`config.mk`:
```
export PLATFORM = sky130hd
export DESIGN_NAME = ysyx_25040101_ifu
export DESIGN_NICKNAME = d
export VERILOG_FILES = /design/src/rtl/ysyx_25040101_ifu.sv
export SDC_FILE = /design/constraint.sdc
export NUM_CORES = 1
export LEC_CHECK = 0
export ABC_AREA = 1
export CORE_MARGIN = 2
export CORE_UTILIZATION = 25
export CTS_BUF_LIST = sky130_fd_sc_hd__clkbuf_8
export DETAILED_ROUTE_END_ITERATION = 12
export MAX_ROUTING_LAYER = met4
export PLACE_DENSITY = 0.55
export REMOVE_ABC_BUFFERS = 1
export SLEW_MARGIN = 20
export SYNTH_ARGS = -nofsm -noshare
export SYNTH_HDL_FRONTEND = slang
export SYNTH_SLANG_ARGS = --single-unit
```
`constraint.sdc`:
```
create_clock -name clk -period 1.5 [get_ports clk]
set_clock_uncertainty 0.05 [all_clocks]
set_input_delay 0.3 -clock clk [delete_from_list [all_inputs] [get_ports clk]]
set_output_delay 0.3 -clock clk [all_outputs]
set_load 0.01 [all_outputs]
```
`src/rtl/ysyx_25040101_ifu.sv`:
```
// ysyx_25040101_ifu: multi-cycle instruction fetch unit with one outstanding read and a decode handshake
module ysyx_25040101_ifu #(
  parameter logic [31:0] RESET_PC = 32'h8000_0000
) (
  input  logic        clk,
  input  logic        rst,
  input  logic [31:0] next_pc_i,
  output logic        inst_valid_o,
  input  logic        inst_ready_i,
  output logic [31:0] inst_o,
  output logic [31:0] inst_pc_o,
  output logic        inst_err_o,
  output logic        arvalid_o,
  input  logic        arready_i,
  output logic [31:0] araddr_o,
  input  logic        rvalid_i,
  output logic        rready_o,
  input  logic [31:0] rdata_i,
  input  logic [1:0]  rresp_i,
  output logic [31:0] fetch_cnt_o
);
  localparam logic [1:0] REQ = 2'd0;
  localparam logic [1:0] WAIT = 2'd1;
  localparam logic [1:0] HOLD = 2'd2;
  logic [1:0] state;
  logic [31:0] pc_q;
  logic ar_hs;
  logic r_hs;
  logic d_hs;
  logic mis;
  assign arvalid_o = !rst && state == REQ;
  assign rready_o = !rst && state == WAIT;
  assign inst_valid_o = !rst && state == HOLD;
  assign araddr_o = pc_q;
  assign ar_hs = arvalid_o && arready_i;
  assign r_hs = rready_o && rvalid_i;
  assign d_hs = inst_valid_o && inst_ready_i;
  assign mis = next_pc_i[1:0] != 2'b00;
  always_ff @(posedge clk) begin
    if (rst) begin
      state <= REQ;
      pc_q <= RESET_PC;
      inst_o <= 32'h0;
      inst_pc_o <= RESET_PC;
      inst_err_o <= 1'b0;
      fetch_cnt_o <= 32'h0;
    end else begin
      if (ar_hs)
        state <= WAIT;
      if (r_hs) begin
        state <= HOLD;
        inst_o <= rresp_i != 2'b00 ? 32'h0 : rdata_i;
        inst_pc_o <= pc_q;
        inst_err_o <= rresp_i != 2'b00;
      end
      if (d_hs) begin
        fetch_cnt_o <= fetch_cnt_o + 32'd1;
        pc_q <= next_pc_i;
        state <= mis ? HOLD : REQ;
        if (mis) begin
          inst_o <= 32'h0;
          inst_pc_o <= next_pc_i;
          inst_err_o <= 1'b1;
        end
      end
    end
  end
endmodule

```
After elaboration in Yosys (flattened, before gate mapping)
Cells that the tools add are included.
{"block": "op_classes", "n_mux": 14, "addsub": 1, "eq_ne": 2, "n_reduce_logical": 11}
{"cell": "$mux 32", "n": 7}
{"cell": "$add 32x1->32 const B", "n": 1}
{"cell": "$mux 2", "n": 4}
{"cell": "$logic_and 1x1->1", "n": 6}
{"cell": "$reduce_bool 2->1", "n": 2}
{"cell": "$mux 1", "n": 3}
{"cell": "$reduce_bool 3->1", "n": 1}
{"cell": "$eq 2x1->1 const B", "n": 1}
{"cell": "$eq 2x2->1 const B", "n": 1}
{"cell": "$logic_not 2->1", "n": 1}
{"cell": "$logic_not 1->1", "n": 1}
{"block": "word_totals", "reg_bits": 131, "word_cells": 34, "input_bits": 71, "out_inout_bits": 132}

Longest topological paths before layout
{"block": "logic_depth", "depth_word": 6, "mapped_depth": 11, "ltp_nobuf": 10}

Worst setup path before layout
Ideal clock, no wire load.
{"block": "synth_path", "kind": "reg-to-reg", "start": "register fetch_cnt_o[1]", "end": "register fetch_cnt_o[20]", "n_path_buf": 0, "setup_time_ps": 116, "slack_ps": -109, "stages_incl_launch_ff": 10, "arrival_ps": 1443, "period_less_slack_ps": 1609, "t_required_ps": 1334, "path_cell_list": "dfxtp_1 > ha_1 > nand2_1 > nor2_1 > nand2_1 > nor2_2 > nand2_1 > nor2_1 > and2_1 > nor2_1"}
{"block": "synth_between", "elab_chain_len": 1}
{"element": "start: declaration", "line": "20", "source": "output logic [31:0] fetch_cnt_o"}
{"element": "start signal: assignment", "line": "57", "source": "fetch_cnt_o <= fetch_cnt_o + 32'd1;"}
{"element": "$add 32x1->32", "line": "57"}
Every way passes these cells.
A chain may end at the register's enable or synchronous reset.

Worst setup path after layout
{"block": "layout_path", "start": "register state[0]", "end": "output arvalid_o"}
{"block": "layout_between", "elab_chain_len": 2}
{"element": "start: declaration", "line": "25", "source": "logic [1:0] state;"}
{"element": "start signal: assignment", "line": "59", "source": "state <= mis ? HOLD : REQ;"}
{"element": "$logic_not 2->1", "line": "31", "source": "assign arvalid_o = !rst && state == REQ;"}
{"element": "$logic_and 1x1->1", "line": "31"}
{"element": "end: declaration", "line": "13", "source": "output logic arvalid_o,"}
Every way passes these cells.

==> reports/qor.yml <==
status:
  outcome: "complete, but fails checks"
  violations: "setup timing"
synthesis:
  yosys_synthesis_warning_count: 0
  syn_inst: 797
  synth.avg_cell_area_um2: 7.11
  yosys-top-cells-area: "dfxtp_1 46%, nand2_1 13%, nand3_1 7.8%"
  ys_seq_area_share_pct: 46.3
  yosys_register_bits: 131
  yosysTopAreaCell: "dfxtp_1"
  synth_edf_count: 0
  cell_area_after_synthesis_um2: 5670
  yosys.cell_types.count: 33
  yosys_most_used_dff: "dfxtp_1"
  async_reset_ff_share_pct: 0
  top_cell_type_s_share_of_synthesized_area_pct: 46.3
global_route:
  first_global_vias: 5449
  globalRouteOverflowTotal: 0
  grt_first_pass_wirelength_um: 29000
  grt_antenna_before_repair: 2
  groute.usage.overall_pct: 15.8
  maximum_number_of_pins_on_one_net_before_global_route_repair: 41
sta:
  tightestPinTransition_ns: 0.362
  fin_hold_ws_ns: 0.378
  timing.fmax_ghz: 0.644
  hold_violation_count_in_the_final_report: 0
  timing_max_transition_violations_final: 0
  tns_ns: -0.0616
  timing.final.crit_share_pct: 104
  setup_viol_count_final: 2
  grt_setup_unrepaired: "true"
  final_critical_path_setup_slack_ns: -0.0528
  layout_min_cycle_time_ns: 1.55
  slew_headroom_pct: 75.7
worst_setup_path:
  critPathLaunchType: "flip-flop"
  crit_path_max_delay_family: "flip-flops"
  cp_data_arrival_time_ns: 1.20
  max_stage_delay_ns: 0.36
  rr_endpoint: "fetch_cnt_o[20]"
  ff2ff_path_depth: 9
  timing.reg2reg.setup_slack_ns: 0
  max_fanout_on_critical_path: 3
  critical_path.n_buffers_inverters: 2
  cp-end-kind: "output pin"
  required_ns: 1.15
  critical-path-slowest-cell: "dfxtp_4"
  crit_path_class: "reg2out"
  critPathLaunch: "state[0]"
  worstPathCellList: "nor3_2 > buf_4 > buf_6"
  worstReg2RegStart: "fetch_cnt_o[0]"
power:
  power.internal_w: 0.00567
  power.static_leakage_nw: 4.11
  power.clock.fraction_pct: 44.6
  switching_power_w: 0.00179
  power.share.sequential_pct: 47.2
  p_total_w: 0.00745
  power.density_cell_area_nw_per_um2: 823
  comb_power_share_pct: 8.3
  p_sw_share_pct: 24.0
  vdd_ir_drop_max_uv: 558
hold_path:
  holdCritPathClass: "in2reg"
  hold-path-cell-count: 3
  holdPathEnd: "inst_o[15]"
  min_from: "rdata_i[15]"
drt:
  dr_total_vias: 5958
  met1Wirelength_um: 8910
  top_layer: "met4"
  ant_nets: 0
  routed-wl-met2_um: 8820
  drt_pre_antenna_iters: 4
  postRouteWirelength_um: 19100
  routed_wire_length_per_instance_um: 14.2
  drt_iter0_markers: 221
  route.detailed.vias_per_inst: 4.43
  dr_wl_met3_um: 1090
  drc_errors: 0
die:
  fp.dieArea_um2: 23900
  die_h_um: 155
  fp-row-count: 55
  placeableCoreArea_um2: 22400
  die_width_um: 155
  starting_density_pct: 25.3
  io-pin-count: 203
clock_tree:
  clock_tree_from_tritoncts: "done"
  worst_setup_hold_path_clk_slew_ns: 0.08
  htree_levels: 4
  number_of_clock_buffers_inserted_by_tritoncts: 17
  cts_buffer_depth: 2
  clk_root_buffer_cell: "clkbuf_8"
  cts.sink_count: 131
  clk-insertion-delay-late_ns: 0.44
finish:
  mostFrequentLayoutCells: "183 x nand2_1, 99 x dfxtp_1, 95 x dlygate4sd2_1, 82 x inv_1, 78 x nand3_1"
  layout.nets: 1116
  final_util_pct: 40.4
  post_route_cells_drive_above_1_share_pct: 20.4
  syn2layout_area_growth_pct: 59.8
  filler_cell_count: 2346
  final_common_cell: "nand2_1"
placement:
  port_buffers: 202
  dp_worst_setup_slack_ns: -0.685
  gp_routability_congestion: 0.847
  hpwlAfterDp_um: 13200
run:
  maxCapViolCount: 0
==> power groups by stage <==
stage | sequential, W | clock (W) | combinational, W
2_1_floorplan | 0.00362 | 0 | 0.000157
3_3_place_gp | 0.00361 | 0 | 0.000592
3_5_place_dp | 0.00361 | 0 | 0.000592
4_1_cts | 0.00352 | 0.00345 | 0.000577
5_1_grt | 0.00352 | 0.00361 | 0.000666
6_report | 0.00351 | 0.00332 | 0.000616
==> cell usage after synthesis (2+ instances only) <==
cell type  count
buf_6          5
a21oi_1       76
o21ai_0       65
xor2_1         6
nor2_1        51
inv_1         86
nor2_2         4
buf_4          6
nand2_1      198
a31oi_1        3
buf_2         11
inv_2          3
nand4_1        4
o211ai_1       2
o21ai_1        7
nor3_1        12
dfxtp_1      131
nor4_1         2
nand3_1       88
o21bai_1       2
clkbuf_1      21
nand2_2        3
==> sequential cells by signal, indices dropped and copies added, names as in the netlist <==
register,flops
inst_err_o,1
state,2
inst_o,32
fetch_cnt_o,32
inst_pc_o,32
araddr_o,32
==> layout make-up <==
class	instances	area, um^2	share of cell area [%]
Inverter	90	350	3.87
Sequential cell	131	2680	29.6
Antenna cell	3	7.51	0.0829
Clock buffer	18	248	2.74
Multi-Input combinational cell	532	2690	29.7
Timing Repair Buffer	272	2530	28.0
Tap cell	285	357	3.94
Clock inverter	14	186	2.06
==> worst register-to-register path: stages, from the launching register on <==
cell and delay (ns):
dfxtp_2 0.36, ha_4 0.16, nand2_4 0.05, nor2_4 0.11, nand2_2 0.07, nor2_4 0.19, nand2_2 0.09, nor2_4 0.13
and2_1 0.14, nor2_1 0.04
==> stage by stage <==
step / std cells / instance area (um^2)
3_5_place_dp: 1298 / 8370
3_3_place_gp: 1298 / 8370
2_1_floorplan: 753 / 5430
5_1_grt: 1344 / 9050
4_1_cts: 1335 / 8760
6_report: 1345 / 9060
==> layer usage <==
| metal | vias to the layer above | global-route usage (%) |
|---|---|---|
| met2 | 166 | 24.4 |
| li1 | 3081 | - |
| met5 | - | - |
| met4 | 0 | 4.54 |
| met1 | 2689 | 20.2 |
| met3 | 22 | 4.46 |
==> how the worst max path moves through the flow <==
stage | depth (start not counted) | slack [ns] | endpoint
floorplan | 7 | -1.02 | fetch_cnt_o[20]
global placement | 5 | -0.67 | inst_valid_o
detailed placement | 5 | -0.69 | inst_valid_o
CTS | 3 | -0.13 | arvalid_o
global route | 3 | -0.13 | arvalid_o
finish | 3 | -0.05 | arvalid_o
==> cell families after synthesis <==
logic type               count (synthesis)  synth area share, %
AO/OA/AOI/OAI                          156                 14.1
XOR/XNOR                                 6                0.928
adder cells (fa/ha/maj)                  1                0.221
buffers and inverters                  134                 10.2
flip-flops                             131                 46.3
AND/OR/NAND/NOR                        369                 28.3
==> timing repair <==
item,CTS,global route
cloned,0,4
hold buffers,0,0
buffers inserted,5,4
gates resized for setup,229,102
pin swaps,6,33
setup endpoints to repair,224,84
(Power assumes the default switching activity.)
